File: config.mk
export PLATFORM = sky130hd
export DESIGN_NAME = accum_feeder
export DESIGN_NICKNAME = d
export VERILOG_FILES = /design/src/rtl/accum_feeder_pkg.sv /design/src/rtl/accum_feeder_fifo.sv /design/src/rtl/accum_feeder.sv
export SDC_FILE = /design/constraint.sdc
export NUM_CORES = 1
export LEC_CHECK = 0
export CORE_ASPECT_RATIO = 0.6
export CORE_MARGIN = 4
export CORE_UTILIZATION = 57
export CTS_BUF_LIST = sky130_fd_sc_hd__clkbuf_4
export CTS_CLUSTER_DIAMETER = 150
export CTS_CLUSTER_SIZE = 40
export DETAILED_ROUTE_END_ITERATION = 10
export PLACE_DENSITY_LB_ADDON = 0.3
export SETUP_SLACK_MARGIN = 0.5
export SYNTH_ARGS = -nofsm -noshare
export SYNTH_HDL_FRONTEND = slang
export SYNTH_SLANG_ARGS = --single-unit
File: constraint.sdc
create_clock -name CLK -period 3.34 [get_ports CLK]
set_input_delay 0.334 -clock CLK [delete_from_list [all_inputs] [get_ports CLK]]
set_output_delay 0.334 -clock CLK [all_outputs]
set_load 0.05 [all_outputs]
File: src/rtl/accum_feeder_pkg.sv
// Shared types and default sizing for the accumulator feeder.
package accum_feeder_pkg;

    localparam int DEFAULT_DATA_W = 32;
    localparam int DEFAULT_DEPTH  = 4;

    typedef enum logic [1:0] {
        IDLE  = 2'd0,
        ISSUE = 2'd1,
        HOLD1 = 2'd2,
        HOLD2 = 2'd3
    } state_t;

endpackage

File: src/rtl/accum_feeder_fifo.sv
// Small circular sample FIFO; head is the oldest entry, valid whenever !empty.
module feeder_fifo
    import accum_feeder_pkg::*;
#(
    parameter int DATA_W = DEFAULT_DATA_W,
    parameter int DEPTH  = DEFAULT_DEPTH
) (
    input  logic              CLK,
    input  logic              RST,
    input  logic              push,
    input  logic [DATA_W-1:0] push_data,
    input  logic              pop,
    output logic              full,
    output logic              empty,
    output logic [DATA_W-1:0] head
);

    localparam int AW = $clog2(DEPTH);
    localparam logic [AW:0] FULL_CNT = (AW+1)'(DEPTH);

    logic [DATA_W-1:0] mem [DEPTH];
    logic [AW-1:0]     wr_ptr_reg;
    logic [AW-1:0]     rd_ptr_reg;
    logic [AW:0]       count_reg;
    logic              do_push;
    logic              do_pop;

    // Occupancy is registered, so a same-cycle pop never frees room for a push while full.
    assign full    = (count_reg == FULL_CNT);
    assign empty   = (count_reg == '0);
    assign do_push = push && !full;
    assign do_pop  = pop && !empty;
    assign head    = mem[rd_ptr_reg];

    always_ff @(posedge CLK) begin
        if (do_push) begin
            mem[wr_ptr_reg] <= push_data;
        end
    end

    always_ff @(posedge CLK) begin
        if (RST) begin
            wr_ptr_reg <= '0;
            rd_ptr_reg <= '0;
            count_reg  <= '0;
        end else begin
            if (do_push) begin
                wr_ptr_reg <= wr_ptr_reg + AW'(1);
            end
            if (do_pop) begin
                rd_ptr_reg <= rd_ptr_reg + AW'(1);
            end
            case ({do_push, do_pop})
                2'b10:   count_reg <= count_reg + (AW+1)'(1);
                2'b01:   count_reg <= count_reg - (AW+1)'(1);
                default: count_reg <= count_reg;
            endcase
        end
    end

endmodule

File: src/rtl/accum_feeder.sv
// Feeds queued samples to a 3-cycle downstream accumulator: one enable strobe,
// then the addend is held for two more cycles before the next sample may issue.
module accum_feeder
    import accum_feeder_pkg::*;
#(
    parameter int DATA_W = DEFAULT_DATA_W,
    parameter int DEPTH  = DEFAULT_DEPTH
) (
    input  logic              CLK,
    input  logic              RST,
    input  logic              in_valid,
    input  logic [DATA_W-1:0] in_data,
    output logic              in_ready,
    output logic              enable,
    output logic [DATA_W-1:0] value,
    output logic              busy,
    output logic [15:0]       issued_count
);

    state_t            state_reg;
    logic              enable_reg;
    logic [DATA_W-1:0] value_reg;
    logic [15:0]       issued_count_reg;

    logic              fifo_full;
    logic              fifo_empty;
    logic              fifo_push;
    logic              fifo_pop;
    logic [DATA_W-1:0] fifo_head;

    assign in_ready  = !fifo_full && !RST;
    assign fifo_push = in_valid && in_ready;
    assign fifo_pop  = !RST && !fifo_empty && ((state_reg == IDLE) || (state_reg == HOLD2));

    feeder_fifo #(
        .DATA_W (DATA_W),
        .DEPTH  (DEPTH)
    ) u_fifo (
        .CLK       (CLK),
        .RST       (RST),
        .push      (fifo_push),
        .push_data (in_data),
        .pop       (fifo_pop),
        .full      (fifo_full),
        .empty     (fifo_empty),
        .head      (fifo_head)
    );

    always_ff @(posedge CLK) begin
        if (RST) begin
            state_reg        <= IDLE;
            enable_reg       <= 1'b0;
            value_reg        <= '0;
            issued_count_reg <= '0;
        end else begin
            enable_reg <= 1'b0;
            case (state_reg)
                IDLE, HOLD2: begin
                    // Popping on the way into ISSUE makes enable and value appear together.
                    if (!fifo_empty) begin
                        value_reg  <= fifo_head;
                        enable_reg <= 1'b1;
                        state_reg  <= ISSUE;
                    end else begin
                        state_reg  <= IDLE;
                    end
                end
                ISSUE: begin
                    issued_count_reg <= issued_count_reg + 16'd1;
                    state_reg        <= HOLD1;
                end
                HOLD1: begin
                    state_reg <= HOLD2;
                end
                default: begin
                    state_reg <= IDLE;
                end
            endcase
        end
    end

    assign enable       = enable_reg;
    assign value        = value_reg;
    assign issued_count = issued_count_reg;
    assign busy         = !fifo_empty || (state_reg != IDLE);

endmodule

==> out/qor_table.md, run 1 <==
| Stage | Parameter | This run |
|:---|:---|:---|
| clock network | Resized Gates After CTS | 0 |
| global routing | First-pass GRT wire length | 21800 um |
| timing | Worst path setup slack after routing | 752 ps |
| timing | Final worst clock skew | 31.6 ps |
| power and ir drop | Leak | 0.00277 uW |
| timing | Period minus WS final | 2590 ps |
| synth | Netlist Area Pre-Place | 7150 um^2 |
| synth | Synthesized netlist net count | 498 |
| timing | Rel. slew slack | 35.2% |
| critical path | Worst Path Class, Setup | reg -> reg |
| synth | Number of synthesized flops with an enable pin | 128 |
| synth | Number of synthesis warnings | 0 |
| global routing | Number of global-route vias before repair | 4087 |
| critical path | Cell Chain, Critical Path | inv_1 -> ha_1 -> or2_1 -> nor2_1 -> ha_1 -> inv_1 -> fa_1 -> xor2_1 -> or3_1 -> a21oi_1 |
| critical path | Number of cells on the worst reg-to-reg path | 10 |
| critical path | Peak fanout along the critical path | 4 |
| synth | Leading cell types by total area after synthesis | sky130_fd_sc_hd__edfxtp_1 (54%), sky130_fd_sc_hd__dfxtp_1 (16%), sky130_fd_sc_hd__mux4_2 (5.7%), sky130_fd_sc_hd__mux4_1 (5.1%), sky130_fd_sc_hd__nand2_1 (3.7%) |
| clock network | Number of H-tree branching levels | 4 |
| critical path | Buffering stage count on the worst path with inverters included | 2 |
| synth | Compound-Gate Fraction of Synth Area | 3.34% |
| die | Standard-cell row count | 31 |
| synth | Avg Synthesized Cell Area | 15.8 um^2 |
| critical path | CP required | 3810 ps |
| synth | Fraction of registers with async set/reset | 0% |
| placement | Global placement routability congestion | 0.767 |
| detailed routing | Detailed-route wire length per cell | 19.1 um |
| critical path | R2R Path End | u_fifo.count_reg[2]$_SDFFE_PP0P_ |
| synth | Sequential fraction of the synthesis area | 70.0% |
| timing | Final setup violation count | 0 |
| power and ir drop | Power density of the placed cells | 749 nW/um^2 |
| detailed routing | Via density per instance | 5.51 |
| detailed routing | First DRT Iteration DRCs | 237 |
| clock network | TritonCTS clock tree | done |
| detailed routing | DR DRC count | 0 |
| global routing | GRT Resource Usage Total | 20.1% |
| critical path | Slowest-stage cell, CP | sky130_fd_sc_hd__fa_1 |
| clock network | Clk_lat worst skew | 540 ps |
| die | Initial standard-cell utilization of the core | 58.9% |
| die | Placeable core region | 12100 um^2 |
| clock network | Post-CTS Setup Inserts | 0 |
| cells and area | Ratio of cells with drive above 1 in the final layout | 13.6% |
| power and ir drop | Peak VDD IR | 0.448 mV |
| critical path | Data arrival time of the critical path | 3060 ps |
| global routing | Total congestion overflow after global routing | 0 |
| synth | Commonest register cell after synthesis | sky130_fd_sc_hd__edfxtp_1 |
| critical path | Type of element launching the critical path | flop |
| placement | Port Buf Inserts | 85 |
| synth | Yosys reg bits | 186 |
| global routing | Maximum number of pins on one net before global-route repair | 58 |
| synth | Basic-gate share of the synthesized area counting and, or, nand and nor cells | 8.68% |
| synth | Count of different cell masters after synthesis | 41 |
| critical path | Kind of capture point of the worst setup path | flop |
| cells and area | Nets@finish | 590 |
| critical path | Origin of the critical flop-to-flop path | state_reg[0]$_SDFF_PP0_ |
| outcome | Status | complete, no violations |
| clock network | Hold bufs inserted after CTS | 0 |
| clock network | Number of buffers created by CTS | 17 |
| global routing | Most heavily used metal layer in global routing | met2 |
| critical path | Family with the most delay on the worst path | adder cells |
| die | Floorplan die area | 14500 um^2 |
| timing | Ratio of final minimum period to clock period | 77.5% |
| timing | Number of endpoints with negative hold slack in the final report | 0 |
| clock network | Worst-case clock buffer depth | 2 |
| timing | Count of final max-slew check failures | 0 |
| synth | Number of cells produced by synthesis | 453 |
| critical path | Crit path largest cell delay | 380 ps |
| cells and area | Flip-flop count of the largest register, all copies and words added | 128 |
| worst hold path | Start point of the worst min-delay path | RST |
| synth | Mux share of post-synthesis cell area | 11.4% |
| detailed routing | Remaining number of nets flagged by the antenna check after routing | 0 |
| synth | Post-synthesis cell type with the largest combined area | sky130_fd_sc_hd__edfxtp_1 |
| worst hold path | Worst Hold Endpoint | u_fifo.count_reg[2]$_SDFFE_PP0P_ |
| job | Reported max-cap violation count | 0 |
| critical path | Reg-to-reg setup timing slack | 750 ps |
| clock network | Root buffer cell | sky130_fd_sc_hd__clkbuf_4 |
| die | Count of pins on the block boundary | 86 |
| timing | Worst-Margin Slew | 972 ps |
| synth | Cell types with the highest counts after synthesis | sky130_fd_sc_hd__edfxtp_1 (128), sky130_fd_sc_hd__nand2_1 (71), sky130_fd_sc_hd__dfxtp_1 (58) |
| timing | Setup TNS | 0 ps |
| timing | Highest clock frequency the design can meet | 386 MHz |
| synth | Cell with the most instances after synthesis | sky130_fd_sc_hd__edfxtp_1 |
| die | Horizontal die dimension | 153 um |
| detailed routing | Final routed wirelength across all metal layers | 13800 um |
| worst hold path | Worst hold-check path type | in -> reg |
| global routing | GR met1 Demand/Resource | 29.1% |
| synth | Adder-cell share of the synthesized area | 1.86% |
| synth | XOR/XNOR share of the synthesized area | 1.84% |
| detailed routing | First-pass DRT Iterations | 4 |
| synth | Yosys top cell area share | 53.8% |
| timing | Setup repair after global routing missed its margin | false |
| placement | HPWL after detailed placement | 9160 um |
| global routing | Met2 track demand over resource in global routing | 30.9% |
| global routing | Global routing usage on met3 | 4.85% |
| clock network | CTS clk-pin slew, worst paths | 150 ps |
| clock network | Clk sinks | 186 |
| die | Die H | 94.7 um |
| detailed routing | Via count of the routed design | 3984 |
| worst hold path | Instance count along the most critical hold path | 2 |
| cells and area | Area growth syn-to-layout | 16.9% |
| placement | Worst-case setup slack after placement | 795 ps |
| global routing | Number of antenna violations at the first check in global routing | 0 |
| synth | Dominant combinational cell family by area after synthesis | multiplexers |
| cells and area | Antenna cells | 0 |
[logic make-up (layout without fill, tap and decap cells)]
group,count (synthesis),count (layout)
AO/OA/AOI/OAI,43,43
buffers and inverters,33,138
multiplexers,36,36
XOR/XNOR,15,15
flip-flops,186,186
adder cells (fa/ha/maj),10,10
AND/OR/NAND/NOR,130,130
[routing by layer]
| metal | vias up | routed length [um] |
|---|---|---|
| met5 | - | 0 |
| met4 | 0 | 119 |
| met3 | 11 | 723 |
| met2 | 111 | 6280 |
| met1 | 1998 | 6680 |
| li1 | 1864 | - |
[worst max-delay path by stage]
stage | from | end | slack [ps] | cells after the start
global route | state_reg[0]$_SDFF_PP0_ | u_fifo.count_reg[2]$_SDFFE_PP0P_ | 620 | 10
finish | state_reg[0]$_SDFF_PP0_ | u_fifo.count_reg[2]$_SDFFE_PP0P_ | 750 | 10
global placement | in_valid | u_fifo.mem[0][7]$_DFFE_PP_ | 940 | 5
CTS | state_reg[0]$_SDFF_PP0_ | u_fifo.count_reg[2]$_SDFFE_PP0P_ | 740 | 10
detailed placement | state_reg[0]$_SDFF_PP0_ | u_fifo.count_reg[2]$_SDFFE_PP0P_ | 790 | 10
floorplan | state_reg[0]$_SDFF_PP0_ | u_fifo.count_reg[2]$_SDFFE_PP0P_ | 910 | 11
[cell usage in the layout, fill, tap and decap left out, types with 2 or more instances in the layout]
| master | count |
|---|---|
| sky130_fd_sc_hd__clkinv_4 | 2 |
| sky130_fd_sc_hd__or3_1 | 2 |
| sky130_fd_sc_hd__xor2_1 | 9 |
| sky130_fd_sc_hd__nor2_1 | 24 |
| sky130_fd_sc_hd__inv_6 | 2 |
| sky130_fd_sc_hd__and4_1 | 2 |
| sky130_fd_sc_hd__inv_1 | 10 |
| sky130_fd_sc_hd__clkinv_2 | 3 |
| sky130_fd_sc_hd__clkbuf_4 | 20 |
| sky130_fd_sc_hd__nor4_2 | 2 |
| sky130_fd_sc_hd__mux4_1 | 14 |
| sky130_fd_sc_hd__nand3_1 | 5 |
| sky130_fd_sc_hd__nand2_1 | 71 |
| sky130_fd_sc_hd__inv_2 | 2 |
| sky130_fd_sc_hd__o21ai_0 | 2 |
| sky130_fd_sc_hd__buf_4 | 11 |
| sky130_fd_sc_hd__clkdlybuf4s50_1 | 84 |
| sky130_fd_sc_hd__nor2b_1 | 5 |
| sky130_fd_sc_hd__ha_1 | 9 |
| sky130_fd_sc_hd__mux4_2 | 18 |
| sky130_fd_sc_hd__a21oi_1 | 37 |
| sky130_fd_sc_hd__xnor2_1 | 6 |
| sky130_fd_sc_hd__edfxtp_1 | 128 |
| sky130_fd_sc_hd__dfxtp_2 | 2 |
| sky130_fd_sc_hd__dfxtp_1 | 56 |
| sky130_fd_sc_hd__mux2_1 | 2 |
| sky130_fd_sc_hd__and2_2 | 4 |
| sky130_fd_sc_hd__nor3_1 | 2 |
| sky130_fd_sc_hd__nand4_1 | 4 |
[area by class of cell]
type	instances	area, um^2
flip-flops and latches	186	5010
clock inverters	12	75.1
inverters	10	37.5
multi-input cells	234	1950
repair buffers	96	928
clock buffers	20	150
well taps	165	206
fillers	842	3780
[stage by stage]
stage          cells  hold slack, ps  util, %  total power, uW  area, um^2
3_3_place_gp     691             441     67.0             5230        8130
3_5_place_dp     691             447     67.0             5300        8130
6_report         723             103     68.8             6260        8360
5_1_grt          723            58.2     68.8             6590        8360
2_1_floorplan    453             433        -             4620        7150
4_1_cts          723            45.6     68.8             6320        8360
[power by group]
group / switching (uW) / internal (uW) / total, uW / leakage [uW]
sequential: 228 / 2760 / 2980 / 0.00164
clock: 716 / 317 / 1030 / 0.000136
combinational: 1460 / 788 / 2240 / 0.000999
Power figures use the tool's default switching activity.
==> run 2, diff against run 1 <==
--- a/config.mk
+++ b/config.mk
@@ -7,7 +7,7 @@
 export LEC_CHECK = 0
 export CORE_ASPECT_RATIO = 0.6
 export CORE_MARGIN = 4
-export CORE_UTILIZATION = 57
+export CORE_UTILIZATION = 52
 export CTS_BUF_LIST = sky130_fd_sc_hd__clkbuf_4
 export CTS_CLUSTER_DIAMETER = 150
 export CTS_CLUSTER_SIZE = 40
==> constraint.sdc (replaced) <==
create_clock -name CLK -period 2.2 [get_ports CLK]
set_input_delay 0.22 -clock CLK [delete_from_list [all_inputs] [get_ports CLK]]
set_output_delay 0.22 -clock CLK [all_outputs]
set_load 0.05 [all_outputs]
==> run 2 against run 1 <==
  * Critical endpoint unchanged
  * Worst setup slack lost 780 ps
  * Clock power rose by 120%
  * Fmax rose by 16%
  * The flow now finishes with violations (setup timing)
  * Cell count up 4.4%
==> out/qor_table.md, run 2 (synthesis results as in run 1) <==
| Stage | Parameter | This run | vs previous |
|:---|:---|:---|:---|
| outcome | Status | finished with violations |  |
| outcome | Failing checks | setup timing |  |
| die | Standard-cell row count | 32 | +3.2% |
| die | Placeable core region | 13100 um^2 | +8.2% |
| detailed routing | First-pass DRT Iterations | 5 | +1 |
| detailed routing | Via count of the routed design | 4091 | +2.7% |
| critical path | Type of element launching the critical path | flop |  |
| job | Reported max-cap violation count | 0 | unchanged |
| worst hold path | Instance count along the most critical hold path | 3 | +1 |
| detailed routing | Remaining number of nets flagged by the antenna check after routing | 0 | unchanged |
| power and ir drop | Peak VDD IR | 0.608 mV | +36% |
| timing | Worst path setup slack after routing | -31.7 ps | -783 ps |
| cells and area | Non-Filler Instances | 755 | +4.4% |
| global routing | Number of global-route vias before repair | 4067 | -0.49% |
| placement | HPWL after detailed placement | 8880 um | -3.1% |
| critical path | Number of cells on the worst reg-to-reg path | 10 | unchanged |
| cells and area | Ratio of cells with drive above 1 in the final layout | 28.6% | +15 points |
| timing | Count of final max-slew check failures | 0 | unchanged |
| detailed routing | Detailed-route wire length per cell | 19.3 um | +0.85% |
| die | Die H | 98.8 um | +4.3% |
| critical path | Buffering stage count on the worst path with inverters included | 2 | unchanged |
| timing | Period minus WS final | 2230 ps | -357 ps |
| clock network | Clk_lat worst skew | 550 ps | about the same |
| critical path | Kind of capture point of the worst setup path | flop |  |
| critical path | Crit path largest cell delay | 370 ps | about the same |
| global routing | Number of antenna violations at the first check in global routing | 1 | +1 |
| critical path | CP required | 2700 ps | -1110 ps |
| timing | Highest clock frequency the design can meet | 448 MHz | +16% |
| clock network | Hold bufs inserted after CTS | 0 | unchanged |
| global routing | Total congestion overflow after global routing | 0 | unchanged |
| cells and area | Area growth syn-to-layout | 23.9% |  |
| die | Count of pins on the block boundary | 86 | unchanged |
| critical path | Family with the most delay on the worst path | adder cells |  |
| critical path | Worst Path Class, Setup | reg -> reg |  |
| cells and area | Flip-flop count of the largest register, all copies and words added | 128 | unchanged |
| timing | Ratio of final minimum period to clock period | 101% | +24 points |
| placement | Port Buf Inserts | 85 | unchanged |
| clock network | Worst-case clock buffer depth | 2 | unchanged |
| detailed routing | Via density per instance | 5.42 | -1.7% |
| clock network | CTS clk-pin slew, worst paths | 160 ps | about the same |
| clock network | Root buffer cell | sky130_fd_sc_hd__clkbuf_4 |  |
| die | Horizontal die dimension | 159 um | +4.5% |
| critical path | Depth of the critical timing path with buffers and inverters included | 10 | unchanged |
| power and ir drop | Power density of the placed cells | 1170 nW/um^2 | +56% |
| cells and area | Core Util, Final | 67.4% | -1.4 points |
| timing | Final worst clock skew | 20.7 ps | -10.8 ps |
| timing | Rel. slew slack | 65.3% | +30 points |
| cells and area | Nets@finish | 616 | +4.4% |
| die | Floorplan die area | 15700 um^2 | +8.9% |
| cells and area | Commonest cells after routing, fill and taps aside | sky130_fd_sc_hd__edfxtp_1 (128), sky130_fd_sc_hd__nand2_1 (71), sky130_fd_sc_hd__dfxtp_1 (49), sky130_fd_sc_hd__a21oi_1 (36), sky130_fd_sc_hd__clkdlybuf4s50_1 (33) |  |
| critical path | Cell Chain, Critical Path | inv_2 -> ha_4 -> or2_4 -> nor2_4 -> ha_4 -> inv_2 -> fa_2 -> xor2_1 -> or3_1 -> a21oi_2 |  |
| cells and area | Commonest non-fill, non-tap cell in the layout | sky130_fd_sc_hd__edfxtp_1 |  |
| worst hold path | Worst hold-check path type | in -> reg |  |
| global routing | First-pass GRT wire length | 22100 um | +1.4% |
| detailed routing | DR DRC count | 0 | unchanged |
| placement | Count of placed standard cells including taps | 703 | +1.7% |
| clock network | TritonCTS clock tree | done |  |
| critical path | Data arrival time of the critical path | 2730 ps | -330 ps |
| global routing | Maximum number of pins on one net before global-route repair | 45 | -22% |
| placement | Post-placement cell area | 8350 um^2 | +2.6% |
| cells and area | Cell area after layout | 8850 um^2 | +6.0% |
| power and ir drop | Leak | 0.00313 uW | +13% |
| critical path | Slowest-stage cell, CP | sky130_fd_sc_hd__dfxtp_2 |  |
| placement | Global placement routability congestion | 0.742 | -3.2% |
| detailed routing | First DRT Iteration DRCs | 293 | +24% |
| clock network | Number of H-tree branching levels | 4 | unchanged |
| clock network | Number of buffers created by CTS | 17 | unchanged |
| critical path | Peak fanout along the critical path | 2 | -2 |
| clock network | Clk sinks | 186 | unchanged |
| timing | Setup repair after global routing missed its margin | true |  |
| critical path | Reg-to-reg setup timing slack | -30 ps | -780 ps |
| global routing | GRT Resource Usage Total | 18.4% | -1.6 points |
| timing | Worst-Margin Slew | 523 ps | -449 ps |
| power and ir drop | Total chip power | 10400 uW | +66% |
| die | Initial standard-cell utilization of the core | 54.4% | -4.4 points |
| timing | Number of endpoints with negative hold slack in the final report | 0 | unchanged |
| timing | Final setup violation count | 1 | +1 |
| placement | Worst-case setup slack after placement | -42.9 ps | -838 ps |
| detailed routing | Final routed wirelength across all metal layers | 14500 um | +5.3% |
run 2: what timing repair did:
item | CTS | global route
buffers inserted | 10 | 7
setup endpoints to repair | 173 | 207
cloned | 2 | 0
gates resized for setup | 96 | 77
pin swaps | 5 | 8
run 2: path summary, 6_finish.rpt:
path | startpoint | endpoint
max | state_reg[1]$_SDFF_PP0_ | u_fifo.count_reg[2]$_SDFFE_PP0P_
min | RST | u_fifo.count_reg[0]$_SDFFE_PP0P_
max reg2reg | state_reg[1]$_SDFF_PP0_ | u_fifo.count_reg[2]$_SDFFE_PP0P_
min reg2reg | value[25]$_SDFFE_PP0P_ | value[25]$_SDFFE_PP0P_
run 2: worst reg2reg max path: cells and delay by family, from the launching register on:
kind                     cells  cell delay [ps]
adder cells (fa/ha/maj)      3              720
AND/OR/NAND/NOR              3              700
flip-flops                   1              370
XOR/XNOR                     1              170
AO/OA/AOI/OAI                1              130
buffers and inverters        2              100
run 2: where the power goes:
group / internal (uW) / leakage (uW) / total [uW] / switching (uW)
sequential: 4190 / 0.00164 / 4430 / 239
clock: 1050 / 0.000191 / 2220 / 1180
combinational: 1280 / 0.00130 / 3710 / 2430
run 2: stage by stage:
| step | setup TNS [ps] | hold WS [ps] |
|---|---|---|
| floorplan | 0 | 319 |
| global placement | 0 | 442 |
| detailed placement | -42.9 | 449 |
| global route | -135 | 145 |
| finish | -31.7 | 188 |
| CTS | 0 | 143 |
run 2: area by class of cell:
cell class / count / area, um^2
clock inverters: 15 / 238
inverters: 10 / 37.5
repair buffers: 122 / 1160
clock buffers: 17 / 128
multi-input cells: 234 / 2060
fillers: 870 / 4280
well taps: 170 / 213
diodes: 1 / 2.50
flip-flops and latches: 186 / 5020
run 2: layer usage:
metal  wire length (um)  GRT usage (%)  part of all wire, %  vias up
li1                   -              -                    -     1919
met1               6580           25.6                   45     2048
met2               7070           29.2                   49      105
met3                689           3.93                  4.7       19
met4                193           6.80                  1.3        0
met5                  0              0                    0        -
==> run 3, diff against run 2 <==
--- a/config.mk
+++ b/config.mk
@@ -5,6 +5,7 @@
 export SDC_FILE = /design/constraint.sdc
 export NUM_CORES = 1
 export LEC_CHECK = 0
+export CAP_MARGIN = 20
 export CORE_ASPECT_RATIO = 0.6
 export CORE_MARGIN = 4
 export CORE_UTILIZATION = 52
==> results of run 3 <==
Final layout, timing and power as in run 2 (identical DEF).
